[src/rtl/reg_file_sb_if.sv]
// Decode/dispatch/write-back bundle for the scoreboarded register file.
// The master side is the pipeline, the slave side is reg_file_sb.
interface reg_file_sb_if #(
  parameter int unsigned LEN_WORD     = 32,
  parameter int unsigned LEN_REG_ADDR = 6
);
  logic [LEN_REG_ADDR-1:0] regi_a_rs1;
  logic [LEN_REG_ADDR-1:0] regi_a_rs2;
  logic [LEN_WORD-1:0]     regi_d_rs1;
  logic [LEN_WORD-1:0]     regi_d_rs2;
  logic                    iss_valid;
  logic [LEN_REG_ADDR-1:0] iss_a_rd;
  logic                    iss_stall;
  logic                    wb_en;
  logic [LEN_REG_ADDR-1:0] wb_a_rd;
  logic [LEN_WORD-1:0]     wb_d_rd;
  logic [LEN_REG_ADDR:0]   busy_cnt;
  logic                    idle;

  modport master (
    output regi_a_rs1, regi_a_rs2, iss_valid, iss_a_rd, wb_en, wb_a_rd, wb_d_rd,
    input  regi_d_rs1, regi_d_rs2, iss_stall, busy_cnt, idle
  );

  modport slave (
    input  regi_a_rs1, regi_a_rs2, iss_valid, iss_a_rd, wb_en, wb_a_rd, wb_d_rd,
    output regi_d_rs1, regi_d_rs2, iss_stall, busy_cnt, idle
  );
endinterface

[src/rtl/reg_file_sb.sv]
// Unified int/float register file (2R/1W) with per-register busy scoreboard
// producing the decode->dispatch issue stall and a running busy count.
module reg_file_sb #(
  parameter int unsigned LEN_WORD     = 32,
  parameter int unsigned LEN_REG_ADDR = 6
) (
  input logic          clk,
  input logic          rstn,
  reg_file_sb_if.slave rf
);
  localparam int unsigned NREG = 1 << LEN_REG_ADDR;

  typedef logic [LEN_REG_ADDR-1:0] addr_t;
  typedef logic [LEN_WORD-1:0]     word_t;
  typedef logic [LEN_REG_ADDR:0]   cnt_t;

  localparam addr_t ZERO_ADDR = '0;
  localparam cnt_t  CNT_ONE   = cnt_t'(1);

  word_t           mem [NREG];
  logic [NREG-1:0] busy;
  cnt_t            cnt;

  logic  wr;
  logic  accept;
  logic  stall;
  logic  inc;
  logic  dec;
  logic  eb_rs1;
  logic  eb_rs2;
  logic  eb_rd;
  word_t d_rs1;
  word_t d_rs2;

  // Read ports with same-cycle write-back bypass; x0 is hard-wired to zero.
  always_comb begin
    d_rs1 = '0;
    d_rs2 = '0;
    if (rf.regi_a_rs1 != ZERO_ADDR) begin
      if (rf.wb_en && (rf.wb_a_rd == rf.regi_a_rs1)) d_rs1 = rf.wb_d_rd;
      else                                           d_rs1 = mem[rf.regi_a_rs1];
    end
    if (rf.regi_a_rs2 != ZERO_ADDR) begin
      if (rf.wb_en && (rf.wb_a_rd == rf.regi_a_rs2)) d_rs2 = rf.wb_d_rd;
      else                                           d_rs2 = mem[rf.regi_a_rs2];
    end
  end

  // busy[0] can never be set, so x0 drops out of the hazard check on its own.
  always_comb begin
    eb_rs1 = busy[rf.regi_a_rs1] & ~(rf.wb_en & (rf.wb_a_rd == rf.regi_a_rs1));
    eb_rs2 = busy[rf.regi_a_rs2] & ~(rf.wb_en & (rf.wb_a_rd == rf.regi_a_rs2));
    eb_rd  = busy[rf.iss_a_rd]   & ~(rf.wb_en & (rf.wb_a_rd == rf.iss_a_rd));
    stall  = rf.iss_valid & (eb_rs1 | eb_rs2 | eb_rd);
    wr     = rf.wb_en & (rf.wb_a_rd != ZERO_ADDR);
    accept = rf.iss_valid & ~stall & (rf.iss_a_rd != ZERO_ADDR);
    // A clear that coincides with a re-issue of the same register is not a net change.
    inc    = accept & ~busy[rf.iss_a_rd];
    dec    = wr & busy[rf.wb_a_rd] & ~(accept & (rf.iss_a_rd == rf.wb_a_rd));
  end

  always_ff @(posedge clk or negedge rstn) begin
    if (!rstn) begin
      for (int unsigned i = 0; i < NREG; i++) mem[addr_t'(i)] <= '0;
      busy <= '0;
      cnt  <= '0;
    end else begin
      if (wr) begin
        mem[rf.wb_a_rd]  <= rf.wb_d_rd;
        busy[rf.wb_a_rd] <= 1'b0;
      end
      // Later assignment wins: issue takes priority over write-back clear.
      if (accept) busy[rf.iss_a_rd] <= 1'b1;
      if (inc && !dec)      cnt <= cnt + CNT_ONE;
      else if (dec && !inc) cnt <= cnt - CNT_ONE;
    end
  end

  always_comb begin
    rf.regi_d_rs1 = d_rs1;
    rf.regi_d_rs2 = d_rs2;
    rf.iss_stall  = stall;
    rf.busy_cnt   = cnt;
    rf.idle       = (cnt == '0);
  end
endmodule

[src/flat_wrapper.sv]
// flat-port wrapper written by rule: the top's interface ports become plain ports
module reg_file_sb_flat 
#(
  parameter int unsigned LEN_WORD     = 32,
  parameter int unsigned LEN_REG_ADDR = 6
)
  (clk, rstn, rf_regi_a_rs1, rf_regi_a_rs2, rf_iss_valid, rf_iss_a_rd, rf_wb_en, rf_wb_a_rd, rf_wb_d_rd, rf_regi_d_rs1, rf_regi_d_rs2, rf_iss_stall, rf_busy_cnt, rf_idle);
  reg_file_sb_if #(.LEN_WORD(LEN_WORD), .LEN_REG_ADDR(LEN_REG_ADDR)) rf_i ();
  input logic clk;
  input logic rstn;
  input wire logic [$bits(rf_i.regi_a_rs1)-1:0] rf_regi_a_rs1;
  input wire logic [$bits(rf_i.regi_a_rs2)-1:0] rf_regi_a_rs2;
  input wire logic [$bits(rf_i.iss_valid)-1:0] rf_iss_valid;
  input wire logic [$bits(rf_i.iss_a_rd)-1:0] rf_iss_a_rd;
  input wire logic [$bits(rf_i.wb_en)-1:0] rf_wb_en;
  input wire logic [$bits(rf_i.wb_a_rd)-1:0] rf_wb_a_rd;
  input wire logic [$bits(rf_i.wb_d_rd)-1:0] rf_wb_d_rd;
  output wire logic [$bits(rf_i.regi_d_rs1)-1:0] rf_regi_d_rs1;
  output wire logic [$bits(rf_i.regi_d_rs2)-1:0] rf_regi_d_rs2;
  output wire logic [$bits(rf_i.iss_stall)-1:0] rf_iss_stall;
  output wire logic [$bits(rf_i.busy_cnt)-1:0] rf_busy_cnt;
  output wire logic [$bits(rf_i.idle)-1:0] rf_idle;
  assign rf_i.regi_a_rs1 = rf_regi_a_rs1;
  assign rf_i.regi_a_rs2 = rf_regi_a_rs2;
  assign rf_i.iss_valid = rf_iss_valid;
  assign rf_i.iss_a_rd = rf_iss_a_rd;
  assign rf_i.wb_en = rf_wb_en;
  assign rf_i.wb_a_rd = rf_wb_a_rd;
  assign rf_i.wb_d_rd = rf_wb_d_rd;
  assign rf_regi_d_rs1 = rf_i.regi_d_rs1;
  assign rf_regi_d_rs2 = rf_i.regi_d_rs2;
  assign rf_iss_stall = rf_i.iss_stall;
  assign rf_busy_cnt = rf_i.busy_cnt;
  assign rf_idle = rf_i.idle;
  reg_file_sb #(.LEN_WORD(LEN_WORD), .LEN_REG_ADDR(LEN_REG_ADDR)) u_core (.clk(clk), .rstn(rstn), .rf(rf_i));
endmodule
[config.mk]
export PLATFORM = sky130hd
export DESIGN_NAME = reg_file_sb_flat
export DESIGN_NICKNAME = d
export VERILOG_FILES = /design/src/rtl/reg_file_sb_if.sv /design/src/rtl/reg_file_sb.sv /design/src/flat_wrapper.sv
export SDC_FILE = /design/constraint.sdc
export NUM_CORES = 2
export LEC_CHECK = 0
export CORE_UTILIZATION = 53
export DETAILED_ROUTE_END_ITERATION = 16
export HOLD_SLACK_MARGIN = 0.05
export PLACE_DENSITY = 0.74
export SETUP_SLACK_MARGIN = 0.02
export SLEW_MARGIN = 25
export SYNTH_ARGS = -nofsm -noshare
export SYNTH_HDL_FRONTEND = slang
export SYNTH_SLANG_ARGS = --single-unit
[constraint.sdc]
create_clock -name clk -period 8.4 [get_ports clk]
set_input_delay 1.26 -clock clk [delete_from_list [all_inputs] [get_ports clk]]
set_output_delay 1.26 -clock clk [all_outputs]
set_load 0.05 [all_outputs]
### After elaboration in Yosys (flattened, before gate mapping)

Cells that the tools add are included.

| storage, ports and cells | value |
|---|---|
| bits in registers | 2119 |
| latch bits | 0 |
| RAM bits | 0 |
| ROM bits | 0 |
| bits of input ports | 60 |
| output and inout port bits | 73 |
| logic and storage cells | 154 |
| memories | 0 |

| operators by class | value |
|---|---|
| add/sub/neg operators | 2 |
| multipliers | 0 |
| div/mod/pow operators | 0 |
| magnitude comparators | 10 |
| equality and inequality tests | 4 |
| shift-type cells | 0 |
| muxes and demuxes | 29 |
| bitwise gates (word level) | 28 |
| reduce and logical (&&, ||, !) cells | 15 |

Operators by type and width:

| kind | number |
|---|---|
| $bwmux 2048 | 1 |
| $bmux 32 s6 | 2 |
| $mux 32 | 9 |
| $demux 32 s6 | 1 |
| $mux 64 | 2 |
| $and 64x64->64 | 1 |
| $not 64->64 | 1 |
| $or 64x64->64 | 1 |
| $lt 6x7->1 const B | 4 |
| $bmux 1 s6 | 4 |
| $eq 6x6->1 | 4 |
| $reduce_bool 6->1 | 4 |
| $ge 7x7->1 const B | 3 |
| $not 6->7 | 3 |
| $and 1x1->1 | 14 |
| $mux 7 | 2 |
| $demux 1 s6 | 2 |
| $ge 6x1->1 const B | 2 |
| $add 7x1->7 const B | 1 |
| $logic_and 1x1->1 | 7 |
| $logic_not 7->1 | 1 |
| $lt 7x1->1 const B | 1 |
| $sub 7x1->7 const B | 1 |
| $mux 1 | 6 |
| 4 further kinds | 11 |

### Depth between registers and ports, before layout

| logic depth | value |
|---|---|
| depth in word-level cells | 16 |
| mapped depth | 21 |
| gate-level depth less buffers | 17 |

### Worst setup path after synthesis

OpenSTA, ideal clock, no wires.

| path | value |
|---|---|
| kind | input port to output port |
| start | input rf_regi_a_rs2[0] |
| end | output rf_regi_d_rs2[11] |
| data arrival time | 3862 ps |
| required time | 7140 ps |
| path slack | 3278 ps |
| cell stages on the path | 8 |
| buffers on the path | 3 |
| cell sequence | buf_4 > buf_6 > buf_1 > mux4_2 > mux4_2 > a22o_1 > a221oi_1 > o21ai_1 |

| between the ends | value |
|---|---|
| cells in the longest elaborated chain, start to end | 6 |
| elaborated cells between the ends (all ways) | 9 |
| those cells by class | eq/ne: 1; mux: 5; bitwise: 1; reduce/logical: 2 |

RTL lines:

| item | RTL line | text |
|---|---|---|
| start: declaration | flat_wrapper.sv:12 | `input wire logic [$bits(rf_i.regi_a_rs2)-1:0] rf_regi_a_rs2;` |
| $not 6->7 (not written as such) | reg_file_sb.sv:45 | `else d_rs2 = mem[rf.regi_a_rs2];` |
| $bmux 32 s6 | reg_file_sb.sv:45 |  |
| $mux 32 (not written as such) (2 in a row) | reg_file_sb.sv:45 |  |
| $mux 32 | reg_file_sb.sv:44 | `if (rf.wb_en && (rf.wb_a_rd == rf.regi_a_rs2)) d_rs2 = rf.wb_d_rd;` |
| $mux 32 (*) | reg_file_sb.sv:43 | `if (rf.regi_a_rs2 != ZERO_ADDR) begin` |
| end: declaration | flat_wrapper.sv:19 | `output wire logic [$bits(rf_i.regi_d_rs2)-1:0] rf_regi_d_rs2;` |

Mark *: on every way between the ends. The rest lies on a longest branch, timed or not. The select of a mux whose other input is x is not followed.

### Worst setup path after layout

| path | value |
|---|---|
| start | input rf_regi_a_rs2[1] |
| end | output rf_regi_d_rs2[22] |

Same word-level chain as after synthesis.

==> metrics <==
Slew HR 20.98%; GR Layer Usage met1 45.10%; CP Class input port to output pin; Syn Nets around 7,300; hold crit path type input port to asynchronous set/reset pin; hold bufs inserted after CTS 0; Slew Viols, Final 0; Die Width about 470 um; status finished clean; final setup fails 0; startpoint type of the worst setup path input port; IO Pins ~130; Leak Pwr ~55 nW; initial antenna violation count 13; largest net degree at the start of global routing 192; Global Route Usage Sum between 30% and 40%; largest cells by area after synthesis dfrtp_1, mux4_2, mux2_2, clkbuf_1, mux2i_1; Post-synth EDFFs 0; post-layout min period between 7 and 8 ns; Synth area leader dfrtp_1; Skew-Pair Late Insertion Delay about 0.90 ns; layout cells sized above 1 a little under three fifths; Post-Route Setup TNS 0 ns; DR pass1 iterations 5; Placed Cells ~9,600; Final GP Congestion ~0.97; WL per Instance roughly 37 um; Layout Skew around 0.036 ns; Critical Path AT 5.75 ns; top-count cell post-synth dfrtp_1; # clock sinks about 2,100; first-pass GRT wire length roughly 540,000 um; critical path capture point type output pin; final instance area 126,800 um2; Pwr Density roughly 220 nW/um2; share of the synthesized area in the top cell type between 40% and 50%; wirelength, routed approximately 370,000 um; Clock Path Buffers 3; Die Y 467.7 um; Initial Util 53.45%; vias in the first global route between 70,000 and 80,000; clock slew at reported path FFs 0.06 ns; placed inst area about 120,000 um2; Mean Syn Cell Area 15.81 um2; Fillers between 15,000 and 20,000; Vias/cell between 7 and 8; Worst Tran Pin Value ~1.2 ns; ys flop type dfrtp_1; # DRC 0; met2 Track Usage GR 51.83%; #FFs+latches synth around 2,100; RSZ-0062 raised after global routing no; post_cts resized 0; ys async rst share 100.0%; Synth Cell Area roughly 110,000 um2; Layout Cells excl Fill roughly 10,000; post-synthesis sequential area ratio between 40% and 50%; crit path max fanout between 50 and 60; met3 GRT Util between 9 and 10%; Post-CTS Setup Inserts 0; IO Port Bufs ~130; fin crit share 83.40%; Iter 0 DRT Violations roughly 8,300; Multi-input gate area 58,750 um2; H-Tree Level Count 4; Worst IR Drop VDD 0.0002008 V; Fin. Hold Viols 0; routed vias 72,579; distinct cell type count after synthesis ~70; Reg area around 53,000 um2; Die Area 218,700 um2; Rows 170; GR peak layer met2; CTS tree yes; Core Footprint about 220,000 um2; area delta synth->final 10.35%; utilization after layout about 60%; top cells by count, synth dfrtp_1, mux2_2, mux4_2; root buffer cell clkbuf_16; global route total overflow 0; post-route ant nets 0; synth warn 0; Req. time, crit path about 7.1 ns; max_cap viols 0; Syn Inst Count 7,269; Peak Freq approximately 0.14 GHz; Nets 7,056; reg2reg path depth 17; dpl hpwl approximately 220,000 um; CTS Buf Count 220
==> final timing paths <==
path	from	to	slack, ns
setup / recovery	rf_regi_a_rs2[1]	rf_regi_d_rs2[22]	1.39
hold / removal	rstn	u_core.mem[1820]	0.30
setup reg to reg	u_core.busy[0]	u_core.rf.busy_cnt[6]	3.84
hold reg to reg	u_core.mem[2029]	u_core.mem[2029]	0.39
max in group asynchronous	rstn	u_core.mem[1291]	5.71
min in group clk	u_core.mem[2029]	u_core.mem[2029]	0.39
==> cell type report <==
| cell class | instances | share of cell area, % |
|---|---|---|
| multi-input combinational | 4249 | 46.32 |
| sequential | 2119 | 41.81 |
| clock buffer | 328 | 5.110 |
| timing repair buffer | 347 | 2.812 |
| tap | 2838 | 2.800 |
| clock inverter | 83 | 0.9756 |
| inverter | 51 | 0.1509 |
| antenna | 12 | 0.02368 |
==> per-layer routing <==
metal | up-vias | part of all wire [%]
li1 | 27789 | -
met1 | 39483 | 37
met2 | 4193 | 46
met3 | 1102 | 11
met4 | 12 | 6.5
met5 | - | 0.045
==> layout by cell type, fill, tap and decap left out, drive strengths merged, types with 21 or more instances in the layout <==
cell | synthesis | layout
a22o | 34 | 34
a221oi | 39 | 39
nor2 | 112 | 112
nand2b | 35 | 35
mux2 | 2031 | 2031
dfrtp | 2119 | 2119
o21ai | 83 | 83
a22oi | 32 | 32
o22ai | 46 | 46
inv | 51 | 58
nand3 | 33 | 33
clkinv | 0 | 44
a211oi | 21 | 21
mux4 | 1275 | 1275
clkdlybuf4s50 | 0 | 85
clkbuf | 487 | 330
nand2 | 159 | 159
mux2i | 146 | 146
buf | 363 | 260
==> worst max-delay path, cell delays in order <==
cell and delay (ns):
buf_8 0.50, buf_4 0.49, mux4_2 0.27, mux2i_1 0.07, a22o_1 0.26, a221oi_1 0.72, a211oi_1 0.28, nor2_1 0.79
clkdlybuf4s50_1 0.97
==> state kept, by name (all words and copies together), names as in the netlist <==
name,cells
u_core.busy,64
u_core.rf.busy_cnt,7
u_core.mem,2048
==> logic make-up after synthesis <==
| family | count (synthesis) | share of synthesized area [%] |
|---|---|---|
| multiplexers | 3452 | 46.16 |
| flip-flops | 2119 | 46.13 |
| buffers and inverters | 901 | 3.340 |
| AND/OR/NAND/NOR | 412 | 1.658 |
| AO/OA/AOI/OAI | 352 | 2.428 |
| XOR/XNOR | 25 | 0.1905 |
| adder cells (fa/ha/maj) | 8 | 0.09362 |
==> through the flow <==
| step | hold WS, ns | worst slack (ns) | power [W] |
|---|---|---|---|
| floorplan | 0.4413 | 3.278 | 0.01635 |
| global placement | 0.3767 | 1.538 | 0.01787 |
| detailed placement | 0.3833 | 1.501 | 0.01814 |
| CTS | 0.3699 | 1.503 | 0.02845 |
| global route | 0.3841 | 1.450 | 0.02938 |
| finish | 0.2965 | 1.395 | 0.02845 |
==> report_power, final <==
| group | total (W) | leakage (nW) | internal [W] | switching, W |
|---|---|---|---|---|
| clock | 0.0104 | 3.76 | 0.00599 | 0.00438 |
| combinational | 0.00548 | 23.2 | 0.00298 | 0.00250 |
| sequential | 0.0126 | 28.1 | 0.0116 | 0.00103 |
(Power assumes the default switching activity.)
